===== config.mk =====
export PLATFORM = sky130hd
export DESIGN_NAME = async_fifo_write_arbiter
export DESIGN_NICKNAME = d
export VERILOG_FILES = /design/src/rtl/async_fifo_arb_pkg.sv /design/src/rtl/async_fifo_write_arbiter_rr_priority_picker.sv /design/src/rtl/async_fifo_write_arbiter.sv
export SDC_FILE = /design/constraint.sdc
export NUM_CORES = 1
export LEC_CHECK = 0
export CORE_MARGIN = 2
export CORE_UTILIZATION = 38
export CTS_CLUSTER_DIAMETER = 100
export DETAILED_ROUTE_END_ITERATION = 16
export GPL_TIMING_DRIVEN = 1
export HOLD_SLACK_MARGIN = 0.1
export PLACE_DENSITY_LB_ADDON = 0.08
export SLEW_MARGIN = 40
export SYNTH_ARGS = -nofsm -noshare
export SYNTH_HDL_FRONTEND = slang
export SYNTH_SLANG_ARGS = --single-unit

===== constraint.sdc =====
create_clock -name WR_CLK -period 3 [get_ports WR_CLK]
set_input_delay 0.6 -clock WR_CLK [delete_from_list [all_inputs] [get_ports WR_CLK]]
set_output_delay 0.6 -clock WR_CLK [all_outputs]
set_load 0.05 [all_outputs]

===== src/rtl/async_fifo_arb_pkg.sv =====
// Shared types and sizing helpers for the FIFO write-port arbiter.
// DATA_WIDTH default mirrors the asynchronous FIFO's data width.
package async_fifo_arb_pkg;

  typedef enum logic {
    IDLE = 1'b0,
    XFER = 1'b1
  } arb_state_t;

  localparam int FIFO_DATA_WIDTH = 8;
  localparam int DEF_NUM_REQ     = 4;
  localparam int DEF_MAX_BURST   = 16;

  function automatic int grant_width(input int num_req);
    return (num_req > 1) ? $clog2(num_req) : 1;
  endfunction

  // One extra bit so the beat count never wraps inside a burst.
  function automatic int cnt_width(input int max_burst);
    return $clog2(max_burst) + 1;
  endfunction

  localparam int GRANT_W = grant_width(DEF_NUM_REQ);
  localparam int CNT_W   = cnt_width(DEF_MAX_BURST);

endpackage


===== src/rtl/async_fifo_write_arbiter_rr_priority_picker.sv =====
// Round-robin picker: first asserted request strictly after last_grant,
// wrapping modulo NUM_REQ, so last_grant itself is considered last.
module rr_priority_picker
  import async_fifo_arb_pkg::*;
#(
  parameter int NUM_REQ = DEF_NUM_REQ,
  parameter int GW      = grant_width(DEF_NUM_REQ)
) (
  input  logic [NUM_REQ-1:0] req,
  input  logic [GW-1:0]      last_grant,
  output logic [GW-1:0]      winner,
  output logic               any_req
);

  always_comb begin : pick
    int            idx;
    logic [GW-1:0] idx_g;
    idx     = 0;
    idx_g   = '0;
    winner  = '0;
    any_req = 1'b0;
    for (int i = 1; i <= NUM_REQ; i++) begin
      idx = int'(last_grant) + i;
      if (idx >= NUM_REQ) idx = idx - NUM_REQ;
      idx_g = GW'(idx);
      if (!any_req && req[idx_g]) begin
        any_req = 1'b1;
        winner  = idx_g;
      end
    end
  end

endmodule


===== src/rtl/async_fifo_write_arbiter.sv =====
// Round-robin arbiter sharing one FIFO write port among NUM_REQ valid/ready
// requesters; a grant lasts until LAST or MAX_BURST accepted beats.
module async_fifo_write_arbiter
  import async_fifo_arb_pkg::*;
#(
  parameter int NUM_REQ    = DEF_NUM_REQ,
  parameter int DATA_WIDTH = FIFO_DATA_WIDTH,
  parameter int MAX_BURST  = DEF_MAX_BURST
) (
  input  logic                          WR_CLK,
  input  logic                          FRSTN,
  input  logic [NUM_REQ-1:0]            REQ_VALID,
  input  logic [NUM_REQ*DATA_WIDTH-1:0] REQ_DATA,
  input  logic [NUM_REQ-1:0]            REQ_LAST,
  output logic [NUM_REQ-1:0]            REQ_READY,
  input  logic                          FIFO_FULL,
  output logic                          FIFO_WR_EN,
  output logic [DATA_WIDTH-1:0]         FIFO_DATA,
  output logic [grant_width(NUM_REQ)-1:0] GRANT_ID,
  output logic                          BUSY
);

  localparam int GW = grant_width(NUM_REQ);
  localparam int CW = cnt_width(MAX_BURST);

  // Handshake: a beat of requester k transfers on a WR_CLK edge where
  // REQ_VALID[k] && REQ_READY[k]; READY only rises for the granted requester
  // in XFER while the FIFO is not full, and each transfer is one FIFO write.
  arb_state_t    state;
  logic [GW-1:0] grant;
  logic [GW-1:0] last_grant;
  logic [CW-1:0] beat_cnt;
  logic [GW-1:0] winner;
  logic          any_req;
  logic          accept;
  logic          burst_end;

  rr_priority_picker #(
    .NUM_REQ (NUM_REQ),
    .GW      (GW)
  ) u_picker (
    .req        (REQ_VALID),
    .last_grant (last_grant),
    .winner     (winner),
    .any_req    (any_req)
  );

  assign accept    = (state == XFER) && REQ_VALID[grant] && !FIFO_FULL;
  assign burst_end = accept && (REQ_LAST[grant] || (beat_cnt == CW'(MAX_BURST - 1)));

  always_ff @(posedge WR_CLK or negedge FRSTN) begin
    if (!FRSTN) begin
      state      <= IDLE;
      grant      <= '0;
      last_grant <= GW'(NUM_REQ - 1);
      beat_cnt   <= '0;
    end else begin
      case (state)
        IDLE: begin
          if (any_req) begin
            grant    <= winner;
            beat_cnt <= '0;
            state    <= XFER;
          end
        end
        XFER: begin
          if (accept) beat_cnt <= beat_cnt + 1'b1;
          if (burst_end) begin
            last_grant <= grant;
            state      <= IDLE;
          end
        end
        default: state <= IDLE;
      endcase
    end
  end

  // Async reset forces state to IDLE, which zeroes every output below at once.
  always_comb begin
    REQ_READY = '0;
    FIFO_DATA = '0;
    if (state == XFER) begin
      REQ_READY[grant] = !FIFO_FULL;
      FIFO_DATA        = REQ_DATA[grant*DATA_WIDTH +: DATA_WIDTH];
    end
  end

  assign FIFO_WR_EN = accept;
  assign BUSY       = (state == XFER);
  assign GRANT_ID   = grant;

endmodule


==> key figures <==
Global routing
  • Gr usage total: 19.7%
  • GRT overflow: 0
  • Largest net degree at the start of global routing: 19
  • First-pass GRT wire length: 3.98 mm
  • Vias in the first global route: 857
  • Initial antenna violation count: 0

Timing
  • Slew HR: 57.3%
  • Final Max Tran Viols: 0
  • FMAX: 0.392 GHz
  • Fin. Hold Viols: 0
  • Tmin final: 2.55 ns
  • Slew @ Worst Pin: 0.641 ns
  • RSZ-0062 raised after global routing: false
  • Hold slack: 0.494 ns
  • Setup TNS Final: 0 ns
  • Clock Skews: 0.00698 ns
  • Fin crit share: 85.0%
  • Final setup vio count: 0

Yosys
  • Avg Cell Area, Syn: 10.8 sq um
  • Synth top area share: 21.9%
  • Most used DFF post-synth: dfrtp_1
  • Register bit count reported by yosys: 10
  • Area of the mapped netlist: 926 sq um
  • Sequential element share of the synthesized area: 27.3%
  • Syn nets: 131
  • Distinct cells, synth: 35
  • Post-synth EDFFs: 0
  • Yosys top cell by area: mux4_2
  • Mapped Cells: 86
  • Dominant cells by area after synthesis: mux4_2 22%, dfrtp_1 22%, and2_1 6.1%, dfstp_2 5.7%, mux2_4 4.9%
  • Synth warnings: 0
  • Post-synth ARST share: 100%

Worst setup path
  • Data required, critical path: 2.40 ns
  • Critical Path Source: GRANT_ID[0]
  • Crit Path Max Fanout: 14
  • CP Launch Type: flop
  • CP Class: flop to primary output
  • Crit path DAT: 1.95 ns
  • CP Capture Type: primary output
  • Worst r2r src: GRANT_ID[0]

Final layout
  • Commonest non-fill, non-tap cell in the layout: clkdlybuf4s50_1
  • Area grow syn2layout: 68.8%
  • Layout cells sized above 1: 25.7%
  • Layout Nets: 190
  • Most frequent cells in the layout: 45 x clkdlybuf4s50_1, 10 x buf_4, 9 x mux4_2, 9 x and2_1, 8 x dfrtp_1
  • FILL cells: 193
  • Ant diodes: 0

Power and ir drop
  • Peak VDD IR: 638 uV
  • PwrDens: 962 nW/um^2
  • LEAKAGE: 0.643 nW

Floorplan
  • I/O pins: 59
  • Starting Density: 41.1%
  • Core area: 2250 sq um
  • Die height: 53.4 um
  • FP Rows: 17
  • Die X-Extent: 53.4 um
  • Die area: 2850 sq um

CTS
  • Setup bufs post-CTS: 0
  • Clk_lat worst skew: 0.26 ns
  • CTS root buffer: clkbuf_4
  • CTS tree: done
  • Max Buffers Root-to-Sink: 2
  • CTS buffer count: 3
  • Post-CTS Hold Buffers: 0
  • Post-cts sizing count: 0
  • CTS sink cnt: 10
  • # H-tree levels: 1
  • Clock slew at reported path FFs: 0.06 ns

Flow run
  • Max Cap Viol: 0

Place
  • Routability cong.: 0.779
  • Port Buffer Count: 58
  • DP HPWL: 2.17 mm

Routing
  • Pre-Repair DR Iteration Count: 4
  • Via count: 900
  • DRT iter0 DRCs: 9
  • Routed WL: 2.65 mm
  • WL per Instance: 15.4 um
  • Residual DRC: 0
  • Final antenna-violating net count: 0
  • Via density: 5.23

Outcome
  • Outcome: completed

Hold path
  • Min-Delay Path Class: flop to flop
  • Hold Crit Start: beat_cnt[3]
-- critical path, stage by stage (launching register included) --
cell and delay (ns):
dfrtp_1 0.75, mux4_2 0.59, and2_1 0.17, buf_4 0.18
-- power by group --
part           switching, W  internal, W
Sequential         0.000112     0.000192
Combinational      0.000610     0.000494
Clock             0.0000438    0.0000513
-- through the flow --
| step | utilization (%) | total power, W | cells | instance area, sq um | worst slack (ns) |
|---|---|---|---|---|---|
| after floorplan | - | 0.00108 | 86 | 926 | 0.612 |
| after global placement | 68.1 | 0.00141 | 168 | 1540 | 0.482 |
| after detailed placement | 68.1 | 0.00142 | 168 | 1540 | 0.452 |
| after CTS | 69.3 | 0.00152 | 172 | 1560 | 0.391 |
| after global routing | 69.3 | 0.00159 | 172 | 1560 | 0.307 |
| final | 69.3 | 0.00150 | 172 | 1560 | 0.451 |
-- registers in the layout, summed over array words and instances (netlist names) --
| register | cells |
|---|---|
| GRANT_ID | 2 |
| BUSY | 1 |
| beat_cnt | 5 |
| last_grant | 2 |
-- Yosys cell counts, drive strengths merged, types with 2 or more instances --
| library cell | count |
|---|---|
| mux2i | 3 |
| and2 | 9 |
| ha | 2 |
| a21oi | 3 |
| and3 | 2 |
| mux4 | 9 |
| a22o | 2 |
| inv | 5 |
| buf | 2 |
| o211ai | 2 |
| nand2 | 4 |
| mux2 | 4 |
| nand2b | 2 |
| clkbuf | 3 |
| nor2 | 8 |
| nand3 | 2 |
| nor2b | 2 |
| dfrtp | 8 |
| dfstp | 2 |
-- metal layers --
layer	share of wire, %	wire [um]	GRT usage, %
met2	48	1270	35.8
met5	0	0	0
met4	1.1	29	7.69
met3	12	328	4.52
met1	38	1020	21.8
-- cells by family (layout without fill, tap and decap cells) --
kind of cell             count (synthesis)  count (layout)  share of synthesized area, %
AND/OR/NAND/NOR                         34              34                          20.3
multiplexers                            16              16                          31.2
AO/OA/AOI/OAI                           14              14                          13.2
flip-flops                              10              10                          27.3
buffers and inverters                   10              68                          5.27
adder cells (fa/ha/maj)                  2               2                          2.70
-- area by class of cell --
| cell class | instances | area [sq um] | area share [%] |
|---|---|---|---|
| repair buffers | 59 | 606 | 38.8 |
| clock buffers | 4 | 26.3 | 1.68 |
| flip-flops and latches | 10 | 253 | 16.2 |
| inverters | 5 | 18.8 | 1.20 |
| well taps | 28 | 35.0 | 2.24 |
| multi-input cells | 66 | 624 | 40.0 |
-- path summary, 6_finish.rpt --
path,cells past startpoint,to,slack [ns]
setup / recovery,3,FIFO_DATA[1],0.45
hold / removal,1,beat_cnt[3],0.49
setup reg to reg,4,last_grant[1],1.07
hold reg to reg,1,beat_cnt[3],0.49
max in group asynchronous,1,last_grant[0],2.02
min in group asynchronous,1,beat_cnt[1],0.64
Note: power is estimated with default switching activity, not from simulation.
